<file path="src/rtl/image_pkg.sv">
// Shared types for the image writer: FSM state, packed 24-bit pixel, channel bit positions.
// Pixel packing is {r, g, b}, with red in the top byte.
package image_pkg;

    typedef enum logic [1:0] {
        ST_IDLE = 2'd0,
        ST_RUN  = 2'd1,
        ST_DONE = 2'd2
    } state_t;

    typedef logic [23:0] pixel_t;

    localparam int R_LSB = 16;
    localparam int G_LSB = 8;
    localparam int B_LSB = 0;

    function automatic pixel_t pack_pixel(input logic [7:0] r, input logic [7:0] g, input logic [7:0] b);
        pixel_t p;
        p = '0;
        p[R_LSB +: 8] = r;
        p[G_LSB +: 8] = g;
        p[B_LSB +: 8] = b;
        return p;
    endfunction

endpackage

</file>
<file path="src/rtl/pixel_fifo.sv">
// Synchronous show-ahead FIFO: dout is the head entry whenever empty is low.
// Push and pop in the same cycle on a full FIFO are both honoured; flush empties it.
module pixel_fifo #(
    parameter int DEPTH = 4,
    parameter int WIDTH = 24
) (
    input  logic             clk,
    input  logic             reset,
    input  logic             flush,
    input  logic             push,
    input  logic [WIDTH-1:0] din,
    input  logic             pop,
    output logic [WIDTH-1:0] dout,
    output logic             full,
    output logic             empty
);

    localparam int AW = $clog2(DEPTH);

    logic [WIDTH-1:0] store [DEPTH];
    // One extra pointer bit tells full from empty when the indices match.
    logic [AW:0]      wr_ptr;
    logic [AW:0]      rd_ptr;

    always_ff @(posedge clk) begin
        if (reset || flush) begin
            wr_ptr <= '0;
            rd_ptr <= '0;
        end else begin
            if (push) begin
                wr_ptr <= wr_ptr + (AW+1)'(1);
            end
            if (pop) begin
                rd_ptr <= rd_ptr + (AW+1)'(1);
            end
        end
    end

    always_ff @(posedge clk) begin
        if (push) begin
            store[wr_ptr[AW-1:0]] <= din;
        end
    end

    assign dout  = store[rd_ptr[AW-1:0]];
    assign empty = (wr_ptr == rd_ptr);
    assign full  = (wr_ptr[AW] != rd_ptr[AW]) && (wr_ptr[AW-1:0] == rd_ptr[AW-1:0]);

endmodule

</file>
<file path="src/rtl/image_writer.sv">
// Captures one frame of processed pixels into a frame buffer, buffering across mem_ready stalls.
// Define IMAGE_WRITER_BOTTOM_UP_EN for BMP-style bottom-up row addressing.
module image_writer
    import image_pkg::*;
#(
    parameter int IMG_W      = 256,
    parameter int IMG_H      = 256,
    parameter int FIFO_DEPTH = 4
) (
    input  logic        clk,
    input  logic        reset,
    input  logic        start,
    input  logic        pix_valid,
    input  logic [7:0]  pix_r,
    input  logic [7:0]  pix_g,
    input  logic [7:0]  pix_b,
    output logic        mem_wr_en,
    output logic [15:0] mem_addr,
    output logic [23:0] mem_data,
    input  logic        mem_ready,
    output logic        busy,
    output logic        frame_done,
    output logic        overflow
);

    state_t      state;
    state_t      state_nxt;
    logic [8:0]  col;
    logic [8:0]  row;
    logic [15:0] row_eff;
    pixel_t      head;
    logic        fifo_full;
    logic        fifo_empty;
    logic        push;
    logic        pop;
    logic        flush;
    logic        last_pix;
    logic        run;

    assign run       = (state == ST_RUN);
    assign mem_wr_en = run && !fifo_empty;
    assign pop       = mem_wr_en && mem_ready;
    // A full FIFO still takes a pixel when the head leaves in the same cycle.
    assign push      = run && pix_valid && (!fifo_full || pop);
    assign flush     = (state == ST_DONE);
    assign last_pix  = (col == 9'(IMG_W - 1)) && (row == 9'(IMG_H - 1));
    assign busy      = run;
    assign frame_done = (state == ST_DONE);

    pixel_fifo #(
        .DEPTH (FIFO_DEPTH),
        .WIDTH (24)
    ) u_fifo (
        .clk   (clk),
        .reset (reset),
        .flush (flush),
        .push  (push),
        .din   (pack_pixel(pix_r, pix_g, pix_b)),
        .pop   (pop),
        .dout  (head),
        .full  (fifo_full),
        .empty (fifo_empty)
    );

    always_ff @(posedge clk) begin
        if (reset) begin
            state <= ST_IDLE;
        end else begin
            state <= state_nxt;
        end
    end

    always_comb begin
        state_nxt = state;
        case (state)
            ST_IDLE: if (start) state_nxt = ST_RUN;
            ST_RUN:  if (pop && last_pix) state_nxt = ST_DONE;
            ST_DONE: state_nxt = ST_IDLE;
            default: state_nxt = ST_IDLE;
        endcase
    end

    // Counters only move on completed writes, so the address holds through a stall.
    always_ff @(posedge clk) begin
        if (reset || !run) begin
            col <= '0;
            row <= '0;
        end else if (pop) begin
            if (col == 9'(IMG_W - 1)) begin
                col <= '0;
                row <= row + 9'd1;
            end else begin
                col <= col + 9'd1;
            end
        end
    end

    always_ff @(posedge clk) begin
        if (reset) begin
            overflow <= 1'b0;
        end else if (state == ST_IDLE && start) begin
            overflow <= 1'b0;
        end else if (run && pix_valid && fifo_full && !pop) begin
            overflow <= 1'b1;
        end
    end

`ifdef IMAGE_WRITER_BOTTOM_UP_EN
    assign row_eff = 16'(IMG_H - 1) - 16'(row);
`else
    assign row_eff = 16'(row);
`endif

    assign mem_addr = mem_wr_en ? (row_eff * 16'(IMG_W) + 16'(col)) : 16'd0;
    assign mem_data = mem_wr_en ? head : 24'd0;

endmodule
</file>
<file path="config.mk">
export PLATFORM = sky130hd
export DESIGN_NAME = image_writer
export DESIGN_NICKNAME = d
export VERILOG_FILES = /design/src/rtl/image_pkg.sv /design/src/rtl/pixel_fifo.sv /design/src/rtl/image_writer.sv
export SDC_FILE = /design/constraint.sdc
export NUM_CORES = 1
export LEC_CHECK = 0
export BUFFER_PORTS_ARGS = -buffer_cell sky130_fd_sc_hd__buf_2
export CAP_MARGIN = 20
export CORE_MARGIN = 3
export CORE_UTILIZATION = 35
export DETAILED_ROUTE_END_ITERATION = 8
export GPL_ROUTABILITY_DRIVEN = 0
export PLACE_DENSITY_LB_ADDON = 0.3
export SLEW_MARGIN = 25
export SYNTH_ARGS = -nofsm -noshare
export SYNTH_HDL_FRONTEND = slang
export SYNTH_HIERARCHICAL = 1
export SYNTH_SLANG_ARGS = --single-unit
export TNS_END_PERCENT = 1
</file>
<file path="constraint.sdc">
create_clock -name clk -period 6.3 [get_ports clk]
set_input_delay 1.89 -clock clk [delete_from_list [all_inputs] [get_ports clk]]
set_output_delay 1.89 -clock clk [all_outputs]
set_load 0.01 [all_outputs]
</file>
==> results of run 1 <==
## power by group
group | internal, mW | leakage, nW | switching (mW)
clock network | 0.698 | 0.295 | 0.334
registers | 0.899 | 1.10 | 0.00687
logic | 0.0289 | 0.942 | 0.0361
## registers in the layout (all words and copies together), names as in the netlist, named ones only
signal         flops
state              2
col                9
overflow           1
row                9
u_fifo/store      96
u_fifo/wr_ptr      3
u_fifo/rd_ptr      3
## final timing paths
check	endpoint	slack (ns)	depth (start not counted)
setup / recovery	mem_data[23]	1.39	6
hold / removal	col[8]	0.48	2
setup reg to reg	u_fifo/store[2][23]	3.45	6
hold reg to reg	col[8]	0.48	2
## cell families (layout without fill, tap and decap cells)
logic type / count (synthesis) / count (layout) / synth area share
AO/OA/AOI/OAI: 30 / 30 / 0.0337
XOR/XNOR: 17 / 17 / 0.0280
adder cells (fa/ha/maj): 10 / 10 / 0.0236
buffers and inverters: 22 / 116 / 0.0266
flip-flops: 125 / 125 / 0.652
multiplexers: 26 / 26 / 0.108
AND/OR/NAND/NOR: 114 / 114 / 0.127
## layer usage
metal,track usage,share of wire,vias to the layer above
met3,0.0441,0.053,22
met2,0.212,0.49,73
met5,0,0.0040,-
met1,0.161,0.44,1510
met4,0.0537,0.013,6
li1,-,-,1468
## worst reg2reg max path: stages, from the launching register on
cell       delay (ns)
dfxtp_1          0.42
xor2_1           0.20
nor3b_1          0.09
nand4bb_1        0.52
a21oi_1          0.68
and2_1           0.21
buf_4            0.36
## layout make-up
type / count / area (µm²)
timing repair buffer: 77 / 398
clock buffer: 20 / 437
fill: 1315 / 8240
inverter: 7 / 28.8
tap: 184 / 230
clock inverter: 12 / 194
multi-input combinational: 197 / 1710
sequential: 125 / 3460
## cells in the mapped netlist, drive strengths merged (2+ instances only)
| library cell | n |
|---|---|
| a211oi | 2 |
| a21bo | 2 |
| a21oi | 14 |
| and2 | 39 |
| buf | 9 |
| clkbuf | 6 |
| dfxtp | 29 |
| edfxtp | 96 |
| ha | 10 |
| inv | 7 |
| mux2i | 2 |
| mux4 | 24 |
| nand2 | 14 |
| nand3 | 6 |
| nand3b | 3 |
| nand4 | 6 |
| nor2 | 21 |
| nor2b | 2 |
| nor3 | 4 |
| nor4 | 2 |
| o21ai | 8 |
| or2 | 2 |
| or3 | 7 |
| xnor2 | 8 |
| xor2 | 9 |
## through the flow
stage	hold slack (ns)	setup slack, ns	power (mW)	util	area (µm²)
6_report	0.484	1.39	2.00	0.439	6460
5_1_grt	0.513	1.03	2.07	0.439	6460
4_1_cts	0.487	1.45	2.03	0.439	6460
3_5_place_dp	0.478	1.91	0.990	0.396	5830
3_3_place_gp	0.476	2.03	0.987	0.396	5830
2_1_floorplan	0.433	2.73	0.961	-	5310
==> run_summary.xml, run 1 <==
<?xml version="1.0" encoding="UTF-8"?>
<metrics>
  <group name="routing">
    <metric name="drt_iter0_drc" unit="">109</metric>
    <metric name="antenna_left" unit="">0</metric>
    <metric name="routed_wl" unit="µm">10300</metric>
    <metric name="routed_wire_length_per_instance" unit="µm">16.5</metric>
    <metric name="drc" unit="">0</metric>
    <metric name="drtPass1Iterations" unit="">5</metric>
    <metric name="num_vias" unit="">3079</metric>
    <metric name="post_drt_via_cell_ratio" unit="">4.95</metric>
  </group>
  <group name="job">
    <metric name="drv.max_cap_violation_count" unit="">0</metric>
  </group>
  <group name="global_routing">
    <metric name="pin_count_of_the_biggest_net_entering_global_routing" unit="">36</metric>
    <metric name="antenna_found_initial" unit="">3</metric>
    <metric name="globalRouteTotalUtil" unit="">0.131</metric>
    <metric name="grt_remaining_overflow" unit="">0</metric>
    <metric name="grt_pass1_vias" unit="">3163</metric>
    <metric name="global_route_wire_length_before_repair" unit="µm">16500</metric>
  </group>
  <group name="power">
    <metric name="max_rail_drop_vdd" unit="mV">0.218</metric>
    <metric name="cellPowerDensity" unit="nW/µm²">310</metric>
    <metric name="static-leakage-power" unit="nW">2.34</metric>
  </group>
  <group name="cts">
    <metric name="count_of_h_tree_levels_built_during_cts" unit="">4</metric>
    <metric name="cts_tree" unit="">built</metric>
    <metric name="cts.clk_slew.worst_paths" unit="ns">0.05</metric>
    <metric name="cts-buffers-inserted" unit="">17</metric>
    <metric name="worst_skew_pair.late_latency" unit="ns">0.41</metric>
    <metric name="post-cts-setup-buffer-count" unit="">0</metric>
    <metric name="post_cts_hold_buffer_count" unit="">0</metric>
    <metric name="post_cts.resized_instances" unit="">0</metric>
    <metric name="cts.sink_count" unit="">125</metric>
    <metric name="cts.root.buffer_cell" unit="">clkbuf_16</metric>
    <metric name="clock_path_buffers" unit="">2</metric>
  </group>
  <group name="timing">
    <metric name="grt_setup_unrepaired" unit="">false</metric>
    <metric name="timing.final.crit_period" unit="ns">4.91</metric>
    <metric name="max_freq" unit="MHz">204</metric>
    <metric name="totalNegativeSetupSlack" unit="ns">0</metric>
    <metric name="slew_viol_final" unit="">0</metric>
    <metric name="period_share" unit="">0.779</metric>
    <metric name="max_transition_margin" unit="">0.398</metric>
    <metric name="final-setup-viol-count" unit="">0</metric>
    <metric name="worstMarginPinSlew" unit="ns">0.897</metric>
    <metric name="final.setup_skew" unit="ns">0.0115</metric>
    <metric name="report.final.hold_viol_count" unit="">0</metric>
  </group>
  <group name="synthesis">
    <metric name="number_of_enable_flip_flop_cells_after_synthesis" unit="">96</metric>
    <metric name="yosysTopAreaCell" unit="">edfxtp_1</metric>
    <metric name="synthFlopType" unit="">edfxtp_1</metric>
    <metric name="mappedNetlistArea" unit="µm²">5310</metric>
    <metric name="synth_area_leaders" unit="">edfxtp_1, dfxtp_1, mux4_2</metric>
    <metric name="syn_avg_cell_area" unit="µm²">15.4</metric>
    <metric name="synth_top_area_frac" unit="">0.543</metric>
    <metric name="synthCells" unit="">344</metric>
    <metric name="postSynthRegisterBits" unit="">125</metric>
    <metric name="async_flop_share" unit="">0</metric>
    <metric name="synth_cell_type_count" unit="">44</metric>
    <metric name="yosysWarningCount" unit="">6</metric>
    <metric name="synthesis.nets" unit="">383</metric>
    <metric name="portion_of_the_post_synthesis_area_used_by_sequential_elements" unit="">0.652</metric>
  </group>
  <group name="cells_and_area">
    <metric name="final_common_cell" unit="">edfxtp_1</metric>
    <metric name="num_antenna_cells" unit="">0</metric>
    <metric name="areaGrowthSynthToFinish" unit="%">21.6</metric>
    <metric name="finalNetCount" unit="">464</metric>
    <metric name="mostFrequentLayoutCells" unit="">edfxtp_1, buf_2, and2_1</metric>
    <metric name="final_layout_size_suffix_gt1_frac" unit="">0.308</metric>
    <metric name="final_cells" unit="">622</metric>
  </group>
  <group name="critical_path">
    <metric name="critical_path.top_delay_family" unit="">simple AND/OR/NAND/NOR gates</metric>
    <metric name="critical-path-max-stage-delay" unit="ns">0.81</metric>
    <metric name="crit_path_max_fanout" unit="">35</metric>
    <metric name="library_cell_contributing_the_largest_single_delay_on_the_critical_path" unit="">clkinv_1</metric>
    <metric name="timing.critical_path.buf_inv" unit="">2</metric>
    <metric name="setup.worst_path.start" unit="">u_fifo/wr_ptr[0]</metric>
    <metric name="worst_ep_arrival_time" unit="ns">3.02</metric>
    <metric name="timing.rr.start" unit="">u_fifo/wr_ptr[0]</metric>
    <metric name="startpoint_kind_of_the_worst_setup_timing_path" unit="">flop</metric>
    <metric name="crit_path_cell_trace" unit="">xor2_1, nor3b_1, or3b_1, clkinv_1, and2_1, buf_2</metric>
    <metric name="timing.critical_path.to_type" unit="">primary output</metric>
    <metric name="timing.setup.critical_path_class" unit="">reg2out</metric>
    <metric name="cp.required" unit="ns">4.41</metric>
  </group>
  <group name="floorplanning">
    <metric name="chipWidth" unit="µm">129</metric>
    <metric name="die_height" unit="µm">129</metric>
    <metric name="start_util" unit="">0.361</metric>
    <metric name="core" unit="µm²">14700</metric>
    <metric name="floorplan.io_pins" unit="">73</metric>
    <metric name="placementRows" unit="">44</metric>
    <metric name="die_area" unit="µm²">16700</metric>
  </group>
  <group name="place">
    <metric name="final_hpwl_dp" unit="µm">6580</metric>
    <metric name="number_of_instances_in_the_placed_design" unit="">590</metric>
    <metric name="port-buffer-count" unit="">72</metric>
  </group>
  <group name="worst_hold_path">
    <metric name="worst_hold_startpoint" unit="">col[8]</metric>
    <metric name="min_path_type" unit="">reg2reg</metric>
  </group>
  <group name="outcome">
    <metric name="outcome" unit="">finished, final reports clean</metric>
  </group>
</metrics>
Power figures use the tool's default switching activity.
==> inputs of run 2 (changes only) <==
- clock period: 6.3 -> 4.75 ns (I/O delays scaled with it)
==> run 2 against run 1 <==
Critical path depth is 1 higher. Non-clock buffer count increased by 1. Clock power rose by 17%. Combinational power increased by 35%. Sequential share of layout area is 0.58 points higher. Via count down 2.0%. Worst hold slack improved by 0.0015 ns. Cell count decreased by 0.16%. First-iteration DRC count up 39%.
==> run_summary.xml, run 2 (synthesis gave the netlist of run 1 again) <==
<?xml version="1.0" encoding="UTF-8"?>
<metrics>
  <group name="cells_and_area">
    <metric name="multiInputGateArea" unit="µm²">1710</metric>
    <metric name="sequential_cell_area" unit="µm²">3460</metric>
    <metric name="fillCellCount" unit="">1325</metric>
    <metric name="largest_reg_flops" unit="">96</metric>
    <metric name="final_cells" unit="">621</metric>
    <metric name="areaGrowthSynthToFinish" unit="%">20.3</metric>
    <metric name="finalNetCount" unit="">465</metric>
    <metric name="final_common_cell" unit="">edfxtp_1</metric>
    <metric name="mostFrequentLayoutCells" unit="">edfxtp_1, buf_2, and2_1</metric>
    <metric name="final_layout_size_suffix_gt1_frac" unit="">0.311</metric>
    <metric name="num_antenna_cells" unit="">0</metric>
  </group>
  <group name="routing">
    <metric name="num_vias" unit="">3016</metric>
    <metric name="routed_wl" unit="µm">10400</metric>
    <metric name="drt_iter0_drc" unit="">151</metric>
    <metric name="drc" unit="">0</metric>
    <metric name="antenna_left" unit="">0</metric>
    <metric name="drtPass1Iterations" unit="">4</metric>
    <metric name="post_drt_via_cell_ratio" unit="">4.86</metric>
    <metric name="routed_wire_length_per_instance" unit="µm">16.7</metric>
  </group>
  <group name="timing">
    <metric name="report.final.hold_viol_count" unit="">0</metric>
    <metric name="slew_viol_final" unit="">0</metric>
    <metric name="timing.final.crit_period" unit="ns">3.85</metric>
    <metric name="max_freq" unit="MHz">260</metric>
    <metric name="worstMarginPinSlew" unit="ns">0.881</metric>
    <metric name="grt_setup_unrepaired" unit="">false</metric>
    <metric name="final-setup-viol-count" unit="">0</metric>
    <metric name="totalNegativeSetupSlack" unit="ns">0</metric>
    <metric name="period_share" unit="">0.811</metric>
    <metric name="max_transition_margin" unit="">0.413</metric>
    <metric name="final.setup_skew" unit="ns">0.0122</metric>
  </group>
  <group name="cts">
    <metric name="cts.root.buffer_cell" unit="">clkbuf_16</metric>
    <metric name="cts.clk_slew.worst_paths" unit="ns">0.05</metric>
    <metric name="cts_tree" unit="">built</metric>
    <metric name="cts-buffers-inserted" unit="">17</metric>
    <metric name="clock_path_buffers" unit="">2</metric>
    <metric name="worst_skew_pair.late_latency" unit="ns">0.41</metric>
    <metric name="count_of_h_tree_levels_built_during_cts" unit="">4</metric>
    <metric name="post_cts.resized_instances" unit="">0</metric>
    <metric name="cts.sink_count" unit="">125</metric>
    <metric name="post_cts_hold_buffer_count" unit="">0</metric>
    <metric name="post-cts-setup-buffer-count" unit="">0</metric>
  </group>
  <group name="critical_path">
    <metric name="worst-r2r-setup-slack" unit="ns">1.96</metric>
    <metric name="crit_path_max_fanout" unit="">35</metric>
    <metric name="crit_path_cell_trace" unit="">xor2_1, nor3b_1, or3b_1, inv_1, buf_4, and2_1, buf_2</metric>
    <metric name="critical-path-max-stage-delay" unit="ns">0.53</metric>
    <metric name="timing.setup.critical_path_class" unit="">reg2out</metric>
    <metric name="worst_ep_arrival_time" unit="ns">2.43</metric>
    <metric name="library_cell_contributing_the_largest_single_delay_on_the_critical_path" unit="">or3b_1</metric>
    <metric name="timing.critical_path.to_type" unit="">primary output</metric>
    <metric name="startpoint_kind_of_the_worst_setup_timing_path" unit="">flop</metric>
    <metric name="cp.required" unit="ns">3.32</metric>
  </group>
  <group name="global_routing">
    <metric name="met2_usage" unit="">0.213</metric>
    <metric name="grt_remaining_overflow" unit="">0</metric>
    <metric name="globalRouteMet3Util" unit="">0.0495</metric>
    <metric name="grt.busiest_layer" unit="">met2</metric>
    <metric name="globalRouteTotalUtil" unit="">0.132</metric>
    <metric name="antenna_found_initial" unit="">3</metric>
    <metric name="pin_count_of_the_biggest_net_entering_global_routing" unit="">36</metric>
    <metric name="grt_util_met1" unit="">0.161</metric>
    <metric name="global_route_wire_length_before_repair" unit="µm">16500</metric>
    <metric name="grt_pass1_vias" unit="">3160</metric>
  </group>
  <group name="power">
    <metric name="max_rail_drop_vdd" unit="mV">0.287</metric>
    <metric name="power_frac_clock" unit="">0.484</metric>
    <metric name="static-leakage-power" unit="nW">2.32</metric>
    <metric name="pwr-share-seq" unit="">0.481</metric>
    <metric name="power.switching" unit="mW">0.504</metric>
    <metric name="power.combinational.fraction" unit="">0.035</metric>
    <metric name="p_sw_frac" unit="">0.202</metric>
    <metric name="finalPower" unit="mW">2.50</metric>
    <metric name="power.internal" unit="mW">1.99</metric>
    <metric name="cellPowerDensity" unit="nW/µm²">391</metric>
  </group>
  <group name="place">
    <metric name="final_hpwl_dp" unit="µm">6640</metric>
    <metric name="port-buffer-count" unit="">72</metric>
    <metric name="number_of_instances_in_the_placed_design" unit="">591</metric>
  </group>
  <group name="floorplanning">
    <metric name="die_height" unit="µm">129</metric>
    <metric name="placementRows" unit="">44</metric>
    <metric name="core" unit="µm²">14700</metric>
    <metric name="die_area" unit="µm²">16700</metric>
    <metric name="floorplan.io_pins" unit="">73</metric>
    <metric name="start_util" unit="">0.361</metric>
    <metric name="chipWidth" unit="µm">129</metric>
  </group>
  <group name="job">
    <metric name="drv.max_cap_violation_count" unit="">0</metric>
  </group>
  <group name="outcome">
    <metric name="outcome" unit="">finished, final reports clean</metric>
  </group>
  <group name="worst_hold_path">
    <metric name="min_path_type" unit="">reg2reg</metric>
  </group>
</metrics>
## run 2: cell count changes in the layout (fill, tap and decap cells not counted), sizes merged
cell,change
bufinv,-3
clkinvlp,+1
buf,+1
inv,+2
clkinv,-1
clkbuf,-1
## run 2: power groups by stage
| stage | clock [mW] | combinational [mW] | sequential, mW |
|---|---|---|---|
| CTS | 1.24 | 0.0901 | 1.20 |
| detailed placement | 0 | 0.0890 | 1.22 |
| global route | 1.29 | 0.0974 | 1.20 |
| floorplan | 0 | 0.0554 | 1.22 |
| finish | 1.21 | 0.0876 | 1.20 |
| global placement | 0 | 0.0872 | 1.22 |
## run 2: worst max-delay path, delay by kind of cell (launching register included)
| kind | cells | cell delay (ns) |
|---|---|---|
| xor+xnor | 1 | 0.21 |
| simple gates | 3 | 0.82 |
| flops | 1 | 0.43 |
| buf+inv | 3 | 0.54 |
## run 2: cell type report
type | instances | share of cell area
Inverter | 7 | 0.00450
Sequential cell | 125 | 0.542
Timing Repair Buffer | 78 | 0.0635
Multi-Input combinational cell | 197 | 0.267
Clock buffer | 19 | 0.0678
Clock inverter | 11 | 0.0190
Tap cell | 184 | 0.0360
## run 2: final timing paths
kind	end	startpoint	cells past startpoint
max	mem_data[20]	u_fifo/wr_ptr[0]	7
min	col[8]	col[8]	2
max reg2reg	u_fifo/store[2][22]	u_fifo/wr_ptr[0]	6
min reg2reg	col[8]	col[8]	2
## run 2: per-stage QoR
step | worst slack [ns] | cell area, µm² | hold WS [ns] | utilization
floorplan | 1.64 | 5310 | 0.433 | -
finish | 0.898 | 6390 | 0.486 | 0.435
global route | 0.670 | 6390 | 0.510 | 0.435
detailed placement | 1.26 | 5830 | 0.476 | 0.397
global placement | 1.29 | 5830 | 0.472 | 0.397
CTS | 0.841 | 6390 | 0.484 | 0.435
## run 2: metal layers
metal | vias to the layer above | wire [µm]
met5 | - | 39
met4 | 6 | 112
met3 | 15 | 464
met2 | 61 | 5170
met1 | 1469 | 4570
li1 | 1465 | -
==> inputs of run 3 (changes only) <==
- ABC_AREA: not set -> 1
- clock period: 4.75 -> 3.5 ns (I/O delays scaled with it)
==> run 3 against run 2 <==
Sequential share of layout area shrank 5.6 points. Die area rose by 12%. Global-route usage is 0.14 points lower. Sequential power increased by 36%. Utilization is 0.67 points lower. First-iteration DRC count grew 46%. Highest routed layer unchanged. Largest cell class unchanged. Setup slack worse by 0.61 ns. Clock power grew 40%. Combinational power is 85% higher. Worst hold slack gained 0.0027 ns. Non-clock buffer count increased by 3. Clock-buffer cell count is 1 lower.
==> run_summary.xml, run 3 <==
<?xml version="1.0" encoding="UTF-8"?>
<metrics>
  <group name="global_routing">
    <metric name="pin_count_of_the_biggest_net_entering_global_routing" unit="">97</metric>
    <metric name="grt_remaining_overflow" unit="">0</metric>
    <metric name="antenna_found_initial" unit="">1</metric>
    <metric name="grt_pass1_vias" unit="">3961</metric>
    <metric name="global_route_wire_length_before_repair" unit="µm">18800</metric>
    <metric name="globalRouteTotalUtil" unit="">0.131</metric>
  </group>
  <group name="routing">
    <metric name="routed_wl" unit="µm">11500</metric>
    <metric name="antenna_left" unit="">0</metric>
    <metric name="drtPass1Iterations" unit="">4</metric>
    <metric name="num_vias" unit="">4253</metric>
    <metric name="routed_wire_length_per_instance" unit="µm">11.7</metric>
    <metric name="post_drt_via_cell_ratio" unit="">4.30</metric>
    <metric name="drc" unit="">0</metric>
    <metric name="drt_iter0_drc" unit="">220</metric>
  </group>
  <group name="power">
    <metric name="cellPowerDensity" unit="nW/µm²">488</metric>
    <metric name="max_rail_drop_vdd" unit="mV">0.302</metric>
    <metric name="p_sw_frac" unit="">0.217</metric>
    <metric name="power.switching" unit="mW">0.753</metric>
    <metric name="power_frac_clock" unit="">0.485</metric>
    <metric name="power.combinational.fraction" unit="">0.047</metric>
    <metric name="power.internal" unit="mW">2.72</metric>
    <metric name="pwr-share-seq" unit="">0.468</metric>
    <metric name="finalPower" unit="mW">3.48</metric>
    <metric name="static-leakage-power" unit="nW">3.03</metric>
  </group>
  <group name="cts">
    <metric name="cts.clk_slew.worst_paths" unit="ns">0.06</metric>
    <metric name="worst_skew_pair.late_latency" unit="ns">0.41</metric>
    <metric name="cts_tree" unit="">built</metric>
    <metric name="cts.sink_count" unit="">125</metric>
    <metric name="post-cts-setup-buffer-count" unit="">0</metric>
    <metric name="post_cts_hold_buffer_count" unit="">0</metric>
    <metric name="clock_path_buffers" unit="">2</metric>
    <metric name="cts-buffers-inserted" unit="">17</metric>
    <metric name="count_of_h_tree_levels_built_during_cts" unit="">4</metric>
    <metric name="cts.root.buffer_cell" unit="">clkbuf_16</metric>
    <metric name="post_cts.resized_instances" unit="">0</metric>
  </group>
  <group name="floorplanning">
    <metric name="start_util" unit="">0.360</metric>
    <metric name="placementRows" unit="">47</metric>
    <metric name="die_height" unit="µm">137</metric>
    <metric name="floorplan.io_pins" unit="">73</metric>
    <metric name="core" unit="µm²">16600</metric>
    <metric name="chipWidth" unit="µm">137</metric>
    <metric name="die_area" unit="µm²">18700</metric>
  </group>
  <group name="cells_and_area">
    <metric name="largest_reg_flops" unit="">96</metric>
    <metric name="fillCellCount" unit="">1625</metric>
    <metric name="mostFrequentLayoutCells" unit="">nand2_1, inv_1, nor2_1</metric>
    <metric name="finalNetCount" unit="">794</metric>
    <metric name="areaGrowthSynthToFinish" unit="%">18.9</metric>
    <metric name="final_common_cell" unit="">nand2_1</metric>
    <metric name="final_layout_size_suffix_gt1_frac" unit="">0.158</metric>
    <metric name="utilization" unit="">0.428</metric>
    <metric name="finish.instance_area" unit="µm²">7120</metric>
  </group>
  <group name="timing">
    <metric name="grt_setup_unrepaired" unit="">false</metric>
    <metric name="max_freq" unit="MHz">311</metric>
    <metric name="final.setup_skew" unit="ns">0.00605</metric>
    <metric name="worstMarginPinSlew" unit="ns">0.585</metric>
    <metric name="max_transition_margin" unit="">0.610</metric>
    <metric name="final-setup-viol-count" unit="">0</metric>
    <metric name="totalNegativeSetupSlack" unit="ns">0</metric>
    <metric name="fin_ws" unit="ns">0.283</metric>
    <metric name="timing.final.crit_period" unit="ns">3.22</metric>
    <metric name="period_share" unit="">0.919</metric>
    <metric name="slew_viol_final" unit="">0</metric>
    <metric name="report.final.hold_viol_count" unit="">0</metric>
  </group>
  <group name="place">
    <metric name="place_worst_setup_slack" unit="ns">0.708</metric>
    <metric name="port-buffer-count" unit="">72</metric>
    <metric name="final_hpwl_dp" unit="µm">7390</metric>
    <metric name="postPlaceCellArea" unit="µm²">6550</metric>
  </group>
  <group name="synthesis">
    <metric name="mappedNetlistArea" unit="µm²">5990</metric>
    <metric name="synthesis.nets" unit="">718</metric>
    <metric name="synth_area_leaders" unit="">edfxtp_1, nand2_1, dfxtp_1</metric>
    <metric name="synth_cell_type_count" unit="">28</metric>
    <metric name="synth_top_area_frac" unit="">0.481</metric>
    <metric name="synthCells" unit="">679</metric>
    <metric name="yosys.cell_count.top_type" unit="">nand2_1</metric>
    <metric name="postSynthRegisterBits" unit="">125</metric>
    <metric name="portion_of_the_post_synthesis_area_used_by_sequential_elements" unit="">0.578</metric>
    <metric name="yosysWarningCount" unit="">6</metric>
    <metric name="synthFlopType" unit="">edfxtp_1</metric>
    <metric name="syn_avg_cell_area" unit="µm²">8.82</metric>
    <metric name="number_of_enable_flip_flop_cells_after_synthesis" unit="">96</metric>
    <metric name="async_flop_share" unit="">0</metric>
    <metric name="ys_top_cells_by_count" unit="">nand2_1, inv_1, nor2_1</metric>
    <metric name="yosysTopAreaCell" unit="">edfxtp_1</metric>
  </group>
  <group name="outcome">
    <metric name="outcome" unit="">finished, final reports clean</metric>
  </group>
  <group name="critical_path">
    <metric name="timing.setup.critical_path_class" unit="">reg2out</metric>
    <metric name="crit_path_max_fanout" unit="">35</metric>
    <metric name="critical_path.top_delay_family" unit="">buffers and inverters</metric>
    <metric name="library_cell_contributing_the_largest_single_delay_on_the_critical_path" unit="">dfxtp_1</metric>
    <metric name="startpoint_kind_of_the_worst_setup_timing_path" unit="">flop</metric>
    <metric name="critical-path-max-stage-delay" unit="ns">0.40</metric>
    <metric name="timing.critical_path.to_type" unit="">primary output</metric>
    <metric name="crit_path_cell_trace" unit="">inv_1, nand2_1, nand2_1, nand2_1, nor2_1, inv_1, nand3_2, buf_12, inv_1, o21ai_0, a21oi_1, buf_2</metric>
    <metric name="timing.critical_path.buf_inv" unit="">5</metric>
    <metric name="worst_ep_arrival_time" unit="ns">2.17</metric>
    <metric name="cp.required" unit="ns">2.45</metric>
  </group>
  <group name="worst_hold_path">
    <metric name="min_path_type" unit="">reg2reg</metric>
  </group>
  <group name="job">
    <metric name="drv.max_cap_violation_count" unit="">0</metric>
  </group>
</metrics>
[run 3: final timing paths]
| kind | start | to | slack, ns | cells after the start |
|---|---|---|---|---|
| max | u_fifo/wr_ptr[0] | mem_addr[11] | 0.28 | 12 |
| min | row[4] | row[4] | 0.49 | 2 |
| max reg2reg | u_fifo/wr_ptr[0] | u_fifo/store[1][11] | 1.10 | 12 |
| min reg2reg | row[4] | row[4] | 0.49 | 2 |
[run 3: final cells by class]
class	count	area, µm²	area share
Inverter	117	439	0.0617
Multi-Input combinational cell	413	1900	0.267
Clock buffer	18	429	0.0603
Antenna cell	1	2.50	0.000351
Tap cell	220	275	0.0387
Clock inverter	14	145	0.0204
Timing Repair Buffer	81	465	0.0654
Sequential cell	125	3460	0.486
[run 3: per-stage QoR]
stage	hold slack [ns]	cells
6_report	0.489	989
5_1_grt	0.516	988
4_1_cts	0.490	988
3_5_place_dp	0.461	956
3_3_place_gp	0.467	956
2_1_floorplan	0.454	679
[run 3: worst min-delay path, stage by stage (launching register included)]
cell	delay [ns]
dfxtp_1	0.32
nand2_1	0.06
a21oi_1	0.06
[run 3: kinds of logic after synthesis]
family | Yosys count | share of synthesized area
adder cells (fa/ha/maj) | 10 | 0.0209
flip-flops | 125 | 0.578
AO/OA/AOI/OAI | 29 | 0.0249
buffers and inverters | 141 | 0.105
AND/OR/NAND/NOR | 367 | 0.260
XOR/XNOR | 7 | 0.0102
[run 3: layer usage]
metal,vias to the layer above,global-route usage,share of wire
met2,74,0.224,0.47
li1,2269,-,-
met3,15,0.0423,0.048
met5,-,0,0.0012
met4,2,0.0466,0.012
met1,1893,0.153,0.46
[run 3: power groups by stage]
stage	logic, mW	registers (mW)	clock network (mW)
floorplan	0.104	1.66	0
global placement	0.164	1.66	0
detailed placement	0.166	1.66	0
CTS	0.166	1.63	1.73
global route	0.187	1.63	1.80
finish	0.162	1.63	1.69
